[src/rtl/serial_add_sequencer.sv]
// serial_add_sequencer: bit-serial WIDTH-bit adder using one full_adder cell; optional add/sub via SERIAL_ADD_SUB_EN
module full_adder (
  input  logic a,
  input  logic b,
  input  logic carryIn,
  output logic sum,
  output logic carryOut
);
  assign sum      = a ^ b ^ carryIn;
  assign carryOut = (a & b) | (carryIn & (a ^ b));
endmodule

module serial_add_sequencer #(
  parameter int WIDTH = 8,
  parameter int CNT_W = $clog2(WIDTH) + 1
) (
  input  logic             clk,
  input  logic             resetN,
  input  logic             start,
  input  logic [WIDTH-1:0] a,
  input  logic [WIDTH-1:0] b,
`ifdef SERIAL_ADD_SUB_EN
  input  logic             sub,
  output logic             overflow,
`endif
  input  logic             carryIn,
  output logic             ready,
  output logic             busy,
  output logic             done,
  output logic [WIDTH-1:0] sum,
  output logic             carryOut
);
  typedef enum logic [1:0] {IDLE, ADD, DONE} state_t;
  state_t state_q, state_d;
  logic [WIDTH-1:0] a_q, a_d, b_q, b_d, sum_q, sum_d;
  logic [CNT_W-1:0] cnt_q, cnt_d;
  logic c_q, c_d, cout_q, cout_d, ovf_q, ovf_d;
  logic fa_s, fa_co, accept, sub_en;
`ifdef SERIAL_ADD_SUB_EN
  assign sub_en   = sub;
  assign overflow = ovf_q;
`else
  assign sub_en = 1'b0;
`endif
  assign ready    = (state_q == IDLE) || (state_q == DONE);
  assign busy     = state_q == ADD;
  assign done     = state_q == DONE;
  assign sum      = sum_q;
  assign carryOut = cout_q;
  assign accept   = start && ready;
  full_adder u_fa (
    .a       (a_q[0]),
    .b       (b_q[0]),
    .carryIn (c_q),
    .sum     (fa_s),
    .carryOut(fa_co)
  );
  // next-state: capture operands on accepted start, otherwise step one bit per ADD cycle
  always_comb begin
    state_d = state_q;
    a_d     = a_q;
    b_d     = b_q;
    c_d     = c_q;
    cnt_d   = cnt_q;
    sum_d   = sum_q;
    cout_d  = cout_q;
    ovf_d   = ovf_q;
    if (accept) begin
      state_d = ADD;
      a_d     = a;
      b_d     = sub_en ? ~b : b;
      c_d     = sub_en ? 1'b1 : carryIn;
      cnt_d   = '0;
    end else if (state_q == ADD) begin
      a_d   = a_q >> 1;
      b_d   = b_q >> 1;
      c_d   = fa_co;
      sum_d = {fa_s, sum_q[WIDTH-1:1]};
      cnt_d = cnt_q + CNT_W'(1);
      if (cnt_q == CNT_W'(WIDTH - 1)) begin
        state_d = DONE;
        cout_d  = fa_co;
        ovf_d   = c_q ^ fa_co;
      end
    end else if (state_q == DONE) begin
      state_d = IDLE;
    end
  end
  // state and datapath registers with synchronous active-low reset
  always_ff @(posedge clk) begin
    if (!resetN) begin
      state_q <= IDLE;
      a_q     <= '0;
      b_q     <= '0;
      c_q     <= 1'b0;
      cnt_q   <= '0;
      sum_q   <= '0;
      cout_q  <= 1'b0;
      ovf_q   <= 1'b0;
    end else begin
      state_q <= state_d;
      a_q     <= a_d;
      b_q     <= b_d;
      c_q     <= c_d;
      cnt_q   <= cnt_d;
      sum_q   <= sum_d;
      cout_q  <= cout_d;
      ovf_q   <= ovf_d;
    end
  end
endmodule
[config.mk]
export PLATFORM = sky130hd
export DESIGN_NAME = serial_add_sequencer
export DESIGN_NICKNAME = d
export VERILOG_FILES = /design/src/rtl/serial_add_sequencer.sv
export SDC_FILE = /design/constraint.sdc
export NUM_CORES = 1
export LEC_CHECK = 0
export CORE_ASPECT_RATIO = 0.5
export CORE_UTILIZATION = 53
export CTS_CLUSTER_DIAMETER = 100
export DETAILED_ROUTE_END_ITERATION = 8
export PLACE_DENSITY = 0.88
export SETUP_SLACK_MARGIN = 0.3
export SYNTH_ARGS = -nofsm -noshare
export SYNTH_HDL_FRONTEND = slang
export SYNTH_SLANG_ARGS = --single-unit
[constraint.sdc]
create_clock -name clk -period 2.29 [get_ports clk]
set_clock_uncertainty 0.2 [all_clocks]
set_input_delay 0.3435 -clock clk [delete_from_list [all_inputs] [get_ports clk]]
set_output_delay 0.3435 -clock clk [all_outputs]
set_load 0.02 [all_outputs]
# Yosys cells after proc, flatten, opt, wreduce, memory -nomap -nowiden
# Cells that the tools add are included.
# totals
reg_bits	32
in_bits	20
# op_classes
add_sub_neg	1
eq_ne	5
mux	10
bitwise	7
n_reduce_logical	11
# op_table
operator	n
$mux W8	4
$mux W2	3
$reduce_and A2 Y1	3
$add A4 B1 Y4 const B	1
$eq A4 B3 Y1 const B	1
$reduce_bool A2 Y1	2
$mux W1	3
$ne A3 B1 Y1 const B	1
$reduce_and A3 Y1	1
$reduce_bool A3 Y1	1
$and A1 B1 Y1	2
$eq A2 B1 Y1 const B	1
$eq A2 B2 Y1 const B	1
$logic_not A2 Y1	1
$ne A2 B1 Y1 const B	1
$not A1 Y1	2
$reduce_or A2 Y1	1
$xor A1 B1 Y1	2
$logic_and A1 B1 Y1	1
$logic_or A1 B1 Y1	1
$or A1 B1 Y1	1

# Logic depth before layout (Yosys ltp)
# logic_depth
ltp_word	5
depth_mapped	7
depth_no_buf	5

# Hierarchy
# From an unflattened synthesis, not the netlist that was laid out.
# unflattened
hier_cells	143
area_unflattened_um2	1503.9
# modules_own_cells
mod	instances	cells_per_inst	area_each_um2
serial_add_sequencer	1	142	1483.9
full_adder	1	1	20.0

# Worst setup path before layout
# Ideal clock, no wire load.
# synth_timing
kind	flip-flop to output port
start	register state_q[0]
end	output port ready
t_arrival_ns	1.087
required_ns	1.747
setup_slack_ns	0.660
path_stages_with_launch	4
cell_sequence	dfxtp_1 -> inv_1 -> ha_1 -> or2_2
# synth_between
elab_chain_len	2
# synth_lines
element	line_no	source
from (decl)	34	state_t state_q, state_d;
from (signal assigned)	101	state_q <= state_d;
$eq A2 B2 Y1	n/a	
named net done	29	output logic done,
$logic_or A1 B1 Y1	45	assign ready = (state_q == IDLE) || (state_q == DONE);
to (decl)	27	output logic ready,
# The timed path passes the listed nets, and every way through them passes these cells.

# Worst setup path in the final report
# layout_timing
start	register state_q[0]
end	output port ready
# layout_between
elab_chain_len	2
# layout_lines
element	line_no
$eq A2 B2 Y1 or $logic_not A2 Y1 (tied branches)	45
$logic_or A1 B1 Y1 (*)	45
# Every way passes the cells marked *; elsewhere a longest branch is shown, timed or not.

==> impl_metrics.py <==
metrics = {
    "yosys": {
        "avgSynthCellArea_um2": 10.50,
        "synth_common_cells": "dfxtp_1 (32), nor2_1 (27), mux2i_1 (24), a211oi_2 (13), nand2_1 (5)",
        "yosys.area.top_type_share_pct": 42.95,
        "ys_warn_count": 0,
        "synth_area_leader_cell": "dfxtp_1",
        "ys_types": 29,
        "ys_ff_latch": 32,
        "synth_edf_count": 0,
        "synth-async-reset-ratio_pct": 0,
        "syn-num-nets": 167,
        "ys_seq_area_share_pct": 42.95,
        "synth-main-ff-cell": "dfxtp_1",
        "synth.cell_area_mm2": 0.001491,
        "synthTopCellsByArea": "dfxtp_1 (43%), mux2i_1 (16%), a211oi_2 (11%)",
        "synth.most_common_cell": "dfxtp_1",
        "synthCells": 142,
    },
    "status": {
        "run_status": "complete, no violations",
    },
    "power_and_ir_drop": {
        "peakVddDrop_mv": 0.3257,
        "pwr-share-clk_pct": 28.7,
        "intPower_mw": 0.9512,
        "seqPwrFrac_pct": 47.4,
        "p_per_area_mw_per_mm2": 701.3,
        "pwr-share-comb_pct": 23.9,
        "p_leak_nw": 0.6870,
        "p_sw_mw": 0.3825,
        "swShare_pct": 28.68,
    },
    "setup_path": {
        "cpMaxStageDelayCell": "dfxtp_1",
        "critPathMaxStageDelay_ps": 340,
        "reg2reg_slack_ps": 480,
        "path_cells": "inv_2 -> ha_4 -> or2_2 -> clkbuf_2",
        "worstSetupEndpointType": "primary output",
        "start_kind": "register",
        "cp.required_ps": 1750,
        "arrival_ps": 1340,
        "crit_type": "reg -> out",
        "reg2reg_to": "a_q[1]",
        "worst-r2r-cell-count": 5,
        "worstReg2RegStart": "state_q[1]",
        "cp_max_fo": 6,
        "cp-startpoint": "state_q[0]",
    },
    "clock_network": {
        "cts_tree": "built",
        "clockBufferDepth": 2,
        "cts_root_buf": "clkbuf_8",
        "post_cts_buffers": 0,
        "cts_sinks": 32,
        "htreeDepth": 2,
        "hold_buffers": 0,
        "clk-insertion-delay-late_ps": 280,
        "cts_buffers": 5,
        "path_clk_slew_ps": 60,
    },
    "routing": {
        "via_count": 1101,
        "drtPass1Iterations": 4,
        "first_iter_violations": 55,
        "wirelength_mm": 2.962,
        "antenna_left": 0,
        "drc": 0,
        "vias_per_cell": 5.243,
        "wl_per_cell_um": 14.10,
    },
    "final_layout": {
        "drive_above_1_share_pct": 17.92,
        "n_fill_cell": 187,
        "area_delta_synth_final_pct": 27.52,
        "seq_area_um2": 641.9,
        "nets": 200,
        "fin_area_mm2": 0.001902,
        "multi_input_area_um2": 804.5,
        "num_antenna_cells": 0,
    },
    "sta": {
        "slew_viol_final": 0,
        "setup_viol": 0,
        "fmax_mhz": 532.0,
        "slew_headroom_pct": 59.57,
        "setup_tns_ps": 0,
        "rsz0062_at_grt": "false",
        "worst_pin_slew_ps": 604.2,
        "post-route-period-util_pct": 82.08,
        "fin_crit_ps": 1880,
        "holdWs_ps": 286.9,
        "finalHoldViolations": 0,
    },
    "floorplan": {
        "die_area_mm2": 0.003043,
        "io_pins": 32,
        "die_h_um": 39.51,
        "initial_core_util_pct": 56.60,
        "core_mm2": 0.002635,
        "rows": 13,
        "die_x_um": 77.02,
    },
    "hold_path": {
        "worstHoldEndpoint": "carryOut",
        "hold_class": "reg -> reg",
        "hold_depth": 2,
        "hold_start": "carryOut",
    },
    "grt": {
        "grt_overflow_total": 0,
        "grt.total_usage_pct": 19.75,
        "antenna_found_initial": 0,
        "grt_pass1_wl_mm": 4.360,
        "grt_max_degree": 34,
        "grt_pass1_vias": 966,
    },
    "placed_design": {
        "post-dp-hpwl_mm": 1.838,
        "routabilityCongestion": 0.7769,
        "dpl_cell_area_mm2": 0.001798,
        "port_buffers": 31,
    },
    "job": {
        "cap_violations": 0,
    },
}
==> worst max-delay path, delay by kind of cell, from the launching register on <==
family	cells	cell delay [ps]
flip-flops	1	340
AND/OR/NAND/NOR	1	290
buffers and inverters	2	230
adder cells (fa/ha/maj)	1	200
==> cell families after synthesis <==
family / count (synthesis) / synth area share (%)
fa+ha+maj: 5 / 4.698
buf+inv: 13 / 5.872
simple gates: 41 / 12.17
compound gates: 24 / 16.44
xor+xnor: 3 / 1.762
flops: 32 / 42.95
mux: 24 / 16.11
==> cell type report <==
type | count | share of cell area (%)
Clock buffer | 5 | 3.618
Inverter | 4 | 0.7895
Multi-Input combinational cell | 98 | 42.30
Sequential cell | 32 | 33.75
Tap cell | 37 | 2.434
Timing Repair Buffer | 34 | 17.11
==> timing repair <==
| item | CTS | global route |
|---|---|---|
| endpoints found under the setup margin | 25 | 23 |
| hold endpoints to repair | 0 | 0 |
| gates cloned | 0 | 1 |
| gates resized for setup | 3 | 9 |
| pin swaps | 1 | 1 |
==> per-stage QoR <==
| stage | utilization, % | setup slack [ps] | instances | total power [mW] |
|---|---|---|---|---|
| 2_1_floorplan | - | 659.9 | 142 | 0.8815 |
| 3_3_place_gp | 68.23 | 272.0 | 204 | 0.9393 |
| 3_5_place_dp | 68.23 | 219.5 | 204 | 0.9473 |
| 6_report | 72.17 | 410.4 | 210 | 1.334 |
| 5_1_grt | 72.17 | 352.3 | 210 | 1.388 |
| 4_1_cts | 70.70 | 164.3 | 209 | 1.321 |
==> worst max path at each step <==
| stage | slack, ps | depth (start not counted) | end |
|---|---|---|---|
| 5_1_grt | 350 | 4 | ready |
| 3_3_place_gp | 270 | 4 | ready |
| 3_5_place_dp | 220 | 5 | a_q[3] |
| 4_1_cts | 160 | 4 | ready |
| 2_1_floorplan | 660 | 3 | ready |
| 6_report | 410 | 4 | ready |
==> layer usage <==
layer / track usage [%] / routed length, um
met5: 0 / 0
met4: 10.85 / 31
met3: 6.279 / 115
met2: 35.04 / 1413
met1: 22.28 / 1402
==> power by group through the flow <==
stage                     clock network (mW)  registers, mW  logic [mW]
final                                  0.383          0.632       0.319
after global routing                   0.405          0.638       0.345
after CTS                              0.387          0.631       0.302
after detailed placement                   0          0.643       0.304
after global placement                     0          0.641       0.299
after floorplan                            0          0.639       0.243
==> sequential cells by signal, summed over array words and instances (netlist names) <==
name,flops
a_q,8
b_q,8
sum,8
cnt_q,4
state_q,2
c_q,1
carryOut,1
==> cell usage in the layout, fill, tap and decap left out <==
cell	instances
dfxtp_1	31
clkdlybuf4s50_1	28
nor2_1	27
mux2i_1	24
a211oi_2	13
nand2_1	5
clkbuf_8	5
nand3b_1	3
buf_4	3
inv_1	2
o21ai_4	2
inv_2	2
a21oi_1	2
xor2_1	2
o21ai_0	2
a211oi_1	2
a21boi_0	2
ha_1	2
ha_4	2
dlygate4sd2_1	2
or2_2	1
o21a_1	1
nand2_2	1
nand4_1	1
nand4b_1	1
nand3_1	1
xnor2_1	1
and2_1	1
o32ai_1	1
fa_1	1
clkbuf_2	1
dfxtp_2	1
Power figures use the tool's default switching activity.
==> patch: new RTL, config.mk and constraints unchanged <==
Re-encode `state_t` (3 states) as one-hot, 3 bits wide.
--- a/src/rtl/serial_add_sequencer.sv
+++ b/src/rtl/serial_add_sequencer.sv
@@ -31,5 +31,5 @@
   output logic             carryOut
 );
-  typedef enum logic [1:0] {IDLE, ADD, DONE} state_t;
+  typedef enum logic [2:0] {IDLE = 3'b001, ADD = 3'b010, DONE = 3'b100} state_t;
   state_t state_q, state_d;
   logic [WIDTH-1:0] a_q, a_d, b_q, b_d, sum_q, sum_d;
Behaviour: same outputs for any inputs over 10 cycles, from zero or initial values and one cycle with resetN low; not proved beyond that.
==> patch against the unedited design <==
- cell area shrank 0.13%
- global-route usage grew 5.9 points
- worst setup slack lost 0.076 ns
- maximum frequency shrank 3.9%
- routed wire length grew 11%
- area after synthesis shrank 3.4%
- sequential power shrank 2%
- sequential cell count grew 1
- synthesized cell count grew 18%
- power grew 2.8%
- combinational power shrank 41%
- register-to-register slack lost 0.12 ns
- sequential share of layout area grew 1.1 points
- largest cell class unchanged
==> patch: results (changes against the unedited design) <==
stage;metric;value;unit;change
outcome;outcome;complete, no violations;;
final_layout;fillers;152;;-19%
global_routing;largest net degree at the start of global routing;33;;-2.9%
timing;Slew Limit Headroom;0.670;;+0.0747
final_layout;clock buffers;7;;+2
final_layout;share of post-route cells with drive strength above 1;0.105;;-0.0742
yosys;dominant cells by area after synthesis;dfxtp_1 (46%), a21oi_1 (10%), nand2_1 (7.0%);;
setup_path;reg-to-reg critical path startpoint;state_q[1]$_SDFFE_PN0P_;;
min_path;hold path startpoint;sum[0]$_SDFFE_PN0P_;;
global_routing;GRT Resource Usage Total;0.257;;+0.0590
routing;met1 wire length;1.51;mm;+7.9%
final_layout;Inverters, non-clock;3;;-1
global_routing;number of global-route vias before repair;1227;;+27%
final_layout;Final Instance Count excl. Fillers;235;;+12%
final_layout;proportion of cell area spent on the clock network;0.0613;;+0.0251
final_layout;Seq cells;33;;+3.1%
global_routing;grt met3 use;0.0859;;+0.0231
final_layout;area of the multi-input gates;702;µm²;-13%
routing;drt initial violations;86;;+56%
setup_path;CP delay by family, top;buffers and inverters;;
clock_network;H-tree levels;2;;unchanged
yosys;Post-Syn Nets;190;;+14%
final_layout;Non-Clock Buffer Area Fraction;0.191;;+0.0200
yosys;sequential fraction of the synthesis area;0.459;;+0.0292
setup_path;crit path from;state_q[2]$_SDFFE_PP0P_;;
routing;met3 WL;193;µm;+68%
setup_path;slowest stage delay, CP;0.37;ns;+0.03 ns
final_layout;Multi-input comb cells;117;;+19%
setup_path;Worst path slowest cell;dlygate4sd2_1;;
final_layout;Non-Clock Buffer Count;39;;+15%
setup_path;WP data arrival;1.41;ns;+0.07 ns
power_and_ir_drop;Max VDD drop;0.000581;V;+79%
place;placed inst area;1780;µm²;-0.83%
global_routing;first-pass GRT wire length;5.41;mm;+24%
global_routing;GRT met1 Usage;0.305;;+0.0823
final_layout;fin nets;221;;+11%
routing;DR WL met2;1.52;mm;+7.6%
[patch: changes by cell type in the layout (fill, tap and decap cells not counted), sizes merged, moves of 3 or more]
cell,before,now
a211oi,15,0
nor3,0,5
buf,3,8
a311oi,0,4
o211ai,0,13
nor2,27,4
mux2i,24,0
nand2,6,27
a21oi,2,29
nand3,1,4
a32oi,0,11
ha,4,1
[patch: final timing paths]
| kind | slack [ns] | endpoint |
|---|---|---|
| worst min-delay path | 0.27 | sum[0]$_SDFFE_PN0P_ |
| worst max-delay path | 0.33 | done |
| worst min register to register | 0.27 | sum[0]$_SDFFE_PN0P_ |
| worst max register to register | 0.36 | b_q[6]$_SDFFE_PN0N_ |
[patch: through the flow]
stage | total power, mW | utilization | hold slack (ns) | worst slack [ns]
global placement | 0.814 | 0.747 | 0.241 | 0.276
CTS | 1.37 | 0.795 | 0.269 | 0.258
global route | 1.42 | 0.796 | 0.291 | 0.297
finish | 1.37 | 0.796 | 0.266 | 0.334
floorplan | 0.743 | - | 0.220 | 0.542
detailed placement | 0.817 | 0.747 | 0.259 | 0.255
[patch: power breakdown]
group	switching [mW]	internal [mW]
clock network	0.207	0.355
registers	0.0189	0.603
logic	0.103	0.0851
[patch: timing repair]
item / in CTS / in global routing
buffers inserted: 0 / 0
gates resized for setup: 4 / 3
setup endpoints to repair: 4 / 2
[patch: cell families (layout without fill, tap and decap cells)]
| kind of cell | count (synthesis) | in the layout | share of synthesized area |
|---|---|---|---|
| DFF | 33 | 33 | 0.459 |
| buffers and inverters | 18 | 50 | 0.0582 |
| adders and majority gates | 2 | 2 | 0.0226 |
| xor gates and xnor gates | 3 | 3 | 0.0235 |
| AOI/OAI and AO/OA | 63 | 63 | 0.281 |
| and+or+nand+nor | 49 | 49 | 0.156 |
